$ cat src/rtl/poly_pkg.sv
// Shared constants for the Horner polynomial evaluator: FSM encodings and
// the wrap/saturate mode selectors.
package poly_pkg;

   localparam logic [1:0] S_IDLE = 2'd0;
   localparam logic [1:0] S_RUN  = 2'd1;
   localparam logic [1:0] S_DONE = 2'd2;

   localparam int MODE_WRAP = 0;
   localparam int MODE_SAT  = 1;

endpackage

$ cat src/rtl/poly_mac.sv
// One Horner step: next_acc = acc*x + c, with overflow flag and optional
// clamp to all-ones when the exact sum does not fit in WIDTH bits.
module poly_mac
   import poly_pkg::*;
#(
   parameter int WIDTH    = 8,
   parameter int SATURATE = MODE_WRAP
) (
   input  logic [WIDTH-1:0] acc,
   input  logic [WIDTH-1:0] x,
   input  logic [WIDTH-1:0] c,
   output logic [WIDTH-1:0] next_acc,
   output logic             ovf
);

   logic [2*WIDTH-1:0] prod;
   logic [2*WIDTH:0]   full;

   // The exact sum needs at most 2*WIDTH bits; the spare top bit keeps the add carry-safe.
   assign prod = {{WIDTH{1'b0}}, acc} * {{WIDTH{1'b0}}, x};
   assign full = {1'b0, prod} + {{(WIDTH+1){1'b0}}, c};
   assign ovf  = |full[2*WIDTH:WIDTH];

   assign next_acc = (SATURATE == MODE_SAT && ovf) ? {WIDTH{1'b1}} : full[WIDTH-1:0];

endmodule

$ cat src/rtl/poly_eval_horner.sv
// Parametrised polynomial evaluator: one Horner multiply-add per clock with a
// start/busy/done handshake and an IDLE-only coefficient write port.
module poly_eval_horner
   import poly_pkg::*;
#(
   parameter int WIDTH    = 8,
   parameter int DEGREE   = 3,
   parameter int SATURATE = MODE_WRAP,
   localparam int IDX_W   = (DEGREE + 1 > 1) ? $clog2(DEGREE + 1) : 1
) (
   input  logic             clk,
   input  logic             resetn,
   input  logic             coef_wr,
   input  logic [IDX_W-1:0] coef_idx,
   input  logic [WIDTH-1:0] coef_data,
   input  logic             start,
   input  logic [WIDTH-1:0] x,
   output logic             busy,
   output logic             done,
   output logic [WIDTH-1:0] result,
   output logic             overflow
);

   localparam logic [IDX_W-1:0] MAX_IDX = IDX_W'(DEGREE);
   localparam logic [IDX_W-1:0] CNT_TOP = IDX_W'(DEGREE - 1);

   logic [1:0]       state;
   logic [WIDTH-1:0] coef [DEGREE+1];
   logic [WIDTH-1:0] acc;
   logic [WIDTH-1:0] x_q;
   logic [IDX_W-1:0] cnt;
   logic             ovf_q;
   logic [WIDTH-1:0] mac_next;
   logic             mac_ovf;
   logic             coef_we;

   assign busy = (state == S_RUN) || (state == S_DONE);
   assign done = (state == S_DONE);

   // Writes only land while idle and not being accepted, so a running evaluation never sees a change.
   assign coef_we = coef_wr && (state == S_IDLE) && !start && (coef_idx <= MAX_IDX);

   poly_mac #(
      .WIDTH    (WIDTH),
      .SATURATE (SATURATE)
   ) u_mac (
      .acc      (acc),
      .x        (x_q),
      .c        (coef[cnt]),
      .next_acc (mac_next),
      .ovf      (mac_ovf)
   );

   always_ff @(posedge clk) begin
      if (!resetn) begin
         for (int i = 0; i <= DEGREE; i++) begin
            coef[i] <= '0;
         end
      end else if (coef_we) begin
         coef[coef_idx] <= coef_data;
      end
   end

   always_ff @(posedge clk) begin
      if (!resetn) begin
         state    <= S_IDLE;
         acc      <= '0;
         x_q      <= '0;
         cnt      <= '0;
         ovf_q    <= 1'b0;
         result   <= '0;
         overflow <= 1'b0;
      end else begin
         case (state)
            S_IDLE: begin
               if (start) begin
                  x_q   <= x;
                  acc   <= coef[DEGREE];
                  cnt   <= CNT_TOP;
                  ovf_q <= 1'b0;
                  state <= S_RUN;
               end
            end
            S_RUN: begin
               acc   <= mac_next;
               ovf_q <= ovf_q | mac_ovf;
               // Outputs are captured on the way into DONE so they are valid during the done pulse.
               if (cnt == '0) begin
                  result   <= mac_next;
                  overflow <= ovf_q | mac_ovf;
                  state    <= S_DONE;
               end else begin
                  cnt <= cnt - IDX_W'(1);
               end
            end
            S_DONE: begin
               state <= S_IDLE;
            end
            default: begin
               state <= S_IDLE;
            end
         endcase
      end
   end

endmodule
$ cat config.mk
export PLATFORM = sky130hd
export DESIGN_NAME = poly_eval_horner
export DESIGN_NICKNAME = d
export VERILOG_FILES = /design/src/rtl/poly_pkg.sv /design/src/rtl/poly_mac.sv /design/src/rtl/poly_eval_horner.sv
export SDC_FILE = /design/constraint.sdc
export NUM_CORES = 1
export LEC_CHECK = 0
export CORE_MARGIN = 4
export CORE_UTILIZATION = 40
export CTS_CLUSTER_DIAMETER = 80
export CTS_CLUSTER_SIZE = 10
export DETAILED_ROUTE_END_ITERATION = 10
export HOLD_SLACK_MARGIN = 0.08
export SETUP_SLACK_MARGIN = 0.2
export SYNTH_ARGS = -nofsm -noshare
export SYNTH_HDL_FRONTEND = slang
export SYNTH_SLANG_ARGS = --single-unit
$ cat constraint.sdc
create_clock -name clk -period 5.5 [get_ports clk]
set_input_delay 0.825 -clock clk [delete_from_list [all_inputs] [get_ports clk]]
set_output_delay 0.825 -clock clk [all_outputs]
set_load 0.1 [all_outputs]
==> flow_summary.toml <==
[cts]
cts_sinks = 64
ctsHoldBuffers = 0
path_clk_slew_ns = 0.06
clk_latency_ns = 0.34
postCtsSetupRepairBufs = 0
clock_path_buffers = 2
root_buffer = "clkbuf_16"
h-tree-depth = 3
numCtsBuffers = 9
cts_tree = "built"

[pwr]
p_switching_w = 0.000608
power.leakage_nw = 2.65
p_clk_share_pct = 33.4
p_int_w = 0.00110
switching_share_pct = 35.6
seqPwrFrac_pct = 35.3
combPwrFrac_pct = 31.3
ir_worst_vdd_mv = 0.181
power_per_cell_area_nw_per_um2 = 284

[floorplan]
die_h_um = 122
rows = 41
chipWidth_um = 122
num_io_pins = 33
fp.coreArea_um2 = 12700
start_util_pct = 41.1
die_area_um2 = 14900

[synth]
yosysTopAreaCell = "edfxtp_1"
avgSynthCellArea_um2 = 9.87
yosysMostFrequentCell = "nand2_1"
syn_area_um2 = 5220
yosysTopAreaCellShare_pct = 18.4
synth_cells = 529
synth_edf_count = 32
synthFlopType = "edfxtp_1"
synth_commonest_cells = "nand2_1, inv_1, and2_1, fa_1, ha_1"
synth_area_leaders = "edfxtp_1, fa_1, dfxtp_1, ha_1, and2_1"
yosysWarnings = 0
async_reset_ff_share_pct = 0
synth_seq_area_share_pct = 30.7
yosys.cell_types.count = 48
syn_nets = 639
ys_ff_latch = 64

[grt]
grt-ovfl-total = 0
grt_use_total_pct = 15.8
grt_max_degree = 37
grt_pass1_wl_um = 18400
antenna_found_initial = 0
first_global_vias = 3832

[setup_path]
crit_path_frequent_cell = "fa_1"
ff2ff_setup_slack_ns = 0.50
worst-setup-path-type = "reg2reg"
crit_path_start_kind = "flop"
cp-end-kind = "flop"
crit_path_max_fanout = 5
crit_arrival_ns = 5.20
path_cells = "mux4_2 -> fa_1 -> inv_1 -> fa_1 -> fa_1 -> fa_1 -> inv_1 -> ha_1 -> a2111oi_4 -> o21ai_2 -> a21oi_2 -> mux2_4 -> nor4_2 -> a31oi_1"
slowest_stage = "fa_1"
required_ns = 5.69
max_stage_delay_ns = 0.54

[placed_design]
io_buffers = 32
place_hpwl_um = 8920
dp_cells = 714
gp_congestion = 0.865

[cells_and_area]
final_net_count = 663
fin_cells = 730
drive_gt1_share_pct = 8.42
area_growth_pct = 14.9
antennaDiodeCount = 0

[routing]
via_count = 3652
routed_via_density = 5.00
route.detailed.drc = 0
ant_nets = 0
wirelength_um = 11000
dr.pass1.iters = 4
drt_iter0_markers = 183
wire_per_inst_um = 15.1

[sta]
worst_pin_slew_ns = 1.12
hold_viol = 0
finalSetupTns_ns = 0
slew_viol_final = 0
skew_ns = 0.00900
post-route-min-period_ns = 5.00
rsz0062_at_grt = "false"
finalCritPeriodShare_pct = 91.0
slew_headroom_pct = 24.5
max_freq_mhz = 200
setup_viol = 0

[outcome]
status = "completed"

[run]
drv_cap = 0

[min_path]
hp-class = "reg2reg"
layer usage:
| metal | share of wire, % | global-route usage (%) | up-vias | routed length [um] |
|---|---|---|---|---|
| met3 | 3.6 | 3.13 | 13 | 401 |
| li1 | - | - | 1777 | - |
| met2 | 51 | 28.0 | 61 | 5630 |
| met5 | 0 | 0 | - | 0 |
| met4 | 1.6 | 4.97 | 0 | 171 |
| met1 | 44 | 19.3 | 1801 | 4800 |
worst paths after layout:
path             start         to  cells after the start
max               flop   overflow                     14
min reg2reg  result[3]  result[3]                      2
max reg2reg       flop   overflow                     14
min          result[3]  result[3]                      2
cells by family (layout without fill, tap and decap cells):
logic type	count (synthesis)	count (layout)	synth area share, %
AOI/OAI and AO/OA	74	74	10.7
xor gates and xnor gates	6	6	1.01
adders and majority gates	88	88	27.4
buffers and inverters	95	124	6.92
DFF	64	64	30.7
muxes	17	17	5.27
and+or+nand+nor	185	185	18.0
layout make-up:
| cell class | instances | area (um2) |
|---|---|---|
| inverters | 70 | 263 |
| flip-flops and latches | 64 | 1600 |
| well taps | 172 | 215 |
| fillers | 1285 | 6720 |
| clock buffers | 10 | 229 |
| repair buffers | 38 | 365 |
| clock inverters | 6 | 68.8 |
| multi-input cells | 370 | 3260 |
placed cells by master (no fill, tap or decap), types with 9 or more instances in the layout:
| cell type | instances |
|---|---|
| a21oi_1 | 15 |
| edfxtp_1 | 32 |
| nand2b_1 | 9 |
| dfxtp_1 | 31 |
| fa_1 | 44 |
| a21boi_0 | 15 |
| o21ai_0 | 9 |
| inv_1 | 70 |
| ha_1 | 44 |
| nand2_1 | 85 |
| o211a_1 | 9 |
| clkbuf_16 | 9 |
| clkdlybuf4s50_1 | 32 |
| and2_1 | 62 |
through the flow:
| step | utilization, % | area [um2] | power (W) | hold slack (ns) | worst slack [ns] |
|---|---|---|---|---|---|
| 4_1_cts | 47.2 | 6000 | 0.00173 | 0.473 | 0.422 |
| 6_report | 47.2 | 6000 | 0.00170 | 0.467 | 0.496 |
| 3_5_place_dp | 44.8 | 5700 | 0.00115 | 0.465 | 0.421 |
| 2_1_floorplan | - | 5220 | 0.000998 | 0.462 | 0.576 |
| 5_1_grt | 47.2 | 6000 | 0.00181 | 0.498 | 0.284 |
| 3_3_place_gp | 44.8 | 5700 | 0.00114 | 0.453 | 0.534 |
worst max-delay path: cells and delay by family (launching register included):
| kind | cells | cell delay, ns |
|---|---|---|
| multiplexers | 2 | 0.85 |
| adder cells (fa/ha/maj) | 5 | 2.40 |
| flip-flops | 1 | 0.38 |
| AO/OA/AOI/OAI | 4 | 0.82 |
| AND/OR/NAND/NOR | 1 | 0.30 |
| buffers and inverters | 2 | 0.09 |
power by group through the flow:
| stage | Clock [W] | Sequential (W) | Combinational [W] |
|---|---|---|---|
| floorplan | 0 | 0.000622 | 0.000376 |
| global placement | 0 | 0.000610 | 0.000533 |
| detailed placement | 0 | 0.000612 | 0.000540 |
| CTS | 0.000583 | 0.000601 | 0.000543 |
| global route | 0.000610 | 0.000610 | 0.000590 |
| finish | 0.000570 | 0.000602 | 0.000533 |
flip-flops by register name (all words and copies together) (netlist names), named ones only:
register  count
cnt           2
ovf_q         1
coef         32
overflow      1
x_q           8
result        8
state         2
acc           8
what timing repair did:
item                                   CTS  global route
setup endpoints to repair                0             1
gates resized for setup                  0             1
endpoints found under the hold margin    0             0
Note: power is estimated with default switching activity, not from simulation.
==> edit 1 (same settings) <==
The parameter `DEGREE` goes from 3 to 6.
--- a/src/rtl/poly_eval_horner.sv
+++ b/src/rtl/poly_eval_horner.sv
@@ -5,5 +5,5 @@
 #(
    parameter int WIDTH    = 8,
-   parameter int DEGREE   = 3,
+   parameter int DEGREE   = 6,
    parameter int SATURATE = MODE_WRAP,
    localparam int IDX_W   = (DEGREE + 1 > 1) ? $clog2(DEGREE + 1) : 1
Ports: changed (resized coef_idx); port bits go from 33 to 34. The function was not compared with the original's and may differ.
==> edit 1 against the original RTL <==
- core utilization shrank 0.099 points
- worst hold slack worse by 13 ps
- area after synthesis up 28%
- power rose by 50%
- routed wire length rose by 46%
- worst setup slack worse by 100 ps
- cell area is 26% higher
- sequential cell count up 34
- synthesized cell count increased by 27%
- largest cell class unchanged
- largest power group is now combinational cells
==> edit 1: results (changes against the original RTL) <==
[run_status]
status=finished, final reports clean

[yosys]
synthDistinctLibCells=53  ; +10%
ys_seq_area_frac=0.379  ; +0.0720
synth_area_per_cell_um2=9.90  ; +0.26%
synthAdderAreaFrac=0.217  ; -0.0573
synth_edf_count=56  ; +75%
synth_xor_area_frac=0.00920  ; -0.000859
synth-compound-area-share=0.0905  ; -0.0166
synth_commonest_cells=nand2_1 (97), inv_1 (80), nor2_1 (65)

[clocking]
clkSinkCount=98  ; +53%

[layout]
final_nets=811  ; +22%
buffers=48  ; +26%
comb.multi_input.count=462  ; +25%
multi_input_area_share=0.493  ; -0.0498
clk_share=0.0389  ; -0.0107
clock_buffers=9  ; -1
post-route-util=0.471  ; -0.000988

[route]
wl_met1_um=6840  ; +43%
drt_iter0_drc=313  ; +71%
vias_per_cell=5.22  ; +4.2%
wl_met2_um=8340  ; +48%
route.met3.wl_um=504  ; +26%
routedWlPerCell_um=17.4  ; +16%

[setup_path]
path_max_fanout=8  ; +3
r2r-end=ovf_q
r2r_cells=17  ; +3
reg2reg_slack_ps=390  ; -100 ps

[hold_path]
hp-start=result[7]
min_to=result[7]

[power_and_ir_drop]
vdd_ir_drop_max_v=0.000180  ; -0.73%
pg_clk_mw=0.636  ; +12%
combPwrFrac=0.386  ; +0.073
power.leakage_nw=3.07  ; +16%
p_int_mw=1.55  ; +41%

[global_route]
grt_util_met1=0.223  ; +0.0302
grt_util_all_layers=0.182  ; +0.0246
met3_usage=0.0228  ; -0.00854
use_met2=0.326  ; +0.0456

[floorplanning]
fp.dieArea_um2=18800  ; +26%

[sta]
relSlewSlack=0.344  ; +0.0985

[placed_design]
post-place-cells=904  ; +27%
placed_area_um2=7240  ; +27%
gp_congestion=0.843  ; -2.6%

==> edit 1: how the worst max path moves through the flow <==
stage          slack, ps  endpoint  from  cells past startpoint
6_report             390     ovf_q  flop                     17
5_1_grt              170     ovf_q  flop                     17
4_1_cts              280     ovf_q  flop                     16
2_1_floorplan        270     ovf_q  flop                     18
3_3_place_gp         270     ovf_q  flop                     16
3_5_place_dp         170     ovf_q  flop                     20
==> edit 1: cell families after synthesis <==
logic type	Yosys count
AO/OA/AOI/OAI	94
flip-flops	98
XOR/XNOR	7
AND/OR/NAND/NOR	235
buffers and inverters	120
adder cells (fa/ha/maj)	89
other	1
multiplexers	29
==> edit 1: through the flow <==
step | setup WS (ps) | hold slack (ps)
CTS | 283 | 459
finish | 391 | 455
global route | 175 | 475
detailed placement | 165 | 449
floorplan | 272 | 441
global placement | 271 | 449
==> edit 1: repair_timing <==
| action | 4_1_cts | 5_1_grt |
|---|---|---|
| resized for setup | 1 | 15 |
| pin swaps | 0 | 8 |
| endpoints found under the setup margin | 1 | 2 |
==> edit 2 (config.mk and constraints unchanged) <==
Without the edit above. Make the reset (`resetn`) asynchronous in 2 clocked blocks.
--- a/src/rtl/poly_eval_horner.sv
+++ b/src/rtl/poly_eval_horner.sv
@@ -52,5 +52,5 @@
    );
 
-   always_ff @(posedge clk) begin
+   always_ff @(posedge clk or negedge resetn) begin
       if (!resetn) begin
          for (int i = 0; i <= DEGREE; i++) begin
@@ -62,5 +62,5 @@
    end
 
-   always_ff @(posedge clk) begin
+   always_ff @(posedge clk or negedge resetn) begin
       if (!resetn) begin
          state    <= S_IDLE;
Check against the original RTL: differs if resetn is asserted again (counterexample within 4 cycles, from zero or initial values and one cycle with resetn low); with resetn held inactive, the same outputs for 4 cycles.
==> edit 2 against the original RTL <==
- routed wire length rose by 9.3%
- global-route usage grew 1.6 points
- area after synthesis shrank 0.53%
- fmax down 2.3%
- worst setup slack got worse by 120 ps
- die area is 0.50% lower
- core utilization up 0.94 points
- cell area increased by 1.6%
- highest routed layer unchanged
- sequential cell count shrank 2
Power is not shown: default switching activity piles up to over one toggle a cycle in this logic, so the estimate is an artifact.
==> edit 2: results (changes against the original RTL) <==
[run_status]
status=finished, final reports clean

[yosys]
synth_fp_nets=612  ; -4.2%
ys_seq_area_frac=0.299  ; -0.00801
synth.area.top_cells=dfrtp_1 (30%), fa_1 (17%), ha_1 (11%), mux2_2 (9.8%), inv_1 (5.4%)
synth_commonest_cells=inv_1 (75), dfrtp_1 (62), nand2_1 (57)
synthAdderAreaFrac=0.276  ; +0.00145
synth-compound-area-share=0.0942  ; -0.0129
yosysWarningCount=0  ; unchanged
async_flop_share=1.00  ; +1.00
synth_xor_area_frac=0.0152  ; +0.00511
synth.area.mux_share=0.134  ; +0.0814
netlist_instances=502  ; -5.1%
synthDistinctLibCells=46  ; -4.2%

[global_route]
grt_util_all_layers=0.174  ; +0.0162
grt_pass1_vias=4012  ; +4.7%
antenna_found_initial=0  ; unchanged
grt_max_degree=63  ; +70%
grt_pass1_wl_um=20300  ; +10%

[sta]
tightest_slew_ps=982  ; -138 ps
timing.fmax_mhz=195  ; -2.3%
hold_ws_ps=485  ; +17.2 ps
skew_ps=6.52  ; -2.47 ps

[clocking]
post_cts_resized=2  ; +2
clk_latency_ps=330

[route]
routed_wl_um=12000  ; +9.3%
wl_met2_um=6150  ; +9.3%
via_count=3764  ; +3.1%
route.met3.wl_um=414  ; +3.2%
wl_met1_um=5260  ; +9.5%
drt_iter0_drc=202  ; +10%

[layout]
final_cells=714  ; -2.2%
drive_above_1_share=0.181  ; +0.0966
final_nets=647  ; -2.4%

[setup_path]
r2r_cells=15  ; +1
crit_end=ovf_q
critPathKind=reg -> reg
slowest_stage=or4_4
critPathMaxStageDelay_ps=570  ; +30 ps
reg2reg_slack_ps=380  ; -120 ps
worstPathArrival_ps=5320  ; +120 ps

[hold_path]
hold_depth=2  ; unchanged
hp-start=overflow
min_to=overflow

[placed_design]
post-place-cells=690  ; -3.4%
gp_congestion=0.847  ; -2.1%
placed_area_um2=5680  ; -0.35%
hpwl_um=9270  ; +4.0%
dp_slack_ps=169  ; -252 ps

-- edit 2: cell types whose count changed in the layout (fill, tap and decap cells not counted), sizes merged, moves of 16 or more --
| cell | delta |
|---|---|
| dfxtp | -32 |
| mux2 | +44 |
| nand2 | -29 |
| edfxtp | -32 |
| dfrtp | +62 |
| o22ai | +16 |
| and2 | -37 |
-- edit 2: per-layer routing --
layer,GRT usage,vias up
met5,0,-
met1,0.226,1908
met3,0.0348,17
li1,-,1756
met4,0.0553,0
met2,0.294,83
-- edit 2: layout make-up --
| cell class | count | area, um^2 |
|---|---|---|
| Sequential cell | 62 | 1550 |
| Clock inverter | 4 | 22.5 |
| Inverter | 75 | 282 |
| Timing Repair Buffer | 45 | 443 |
| Fill cell | 1220 | 6570 |
| Tap cell | 172 | 215 |
| Multi-Input combinational cell | 344 | 3340 |
| Clock buffer | 12 | 246 |
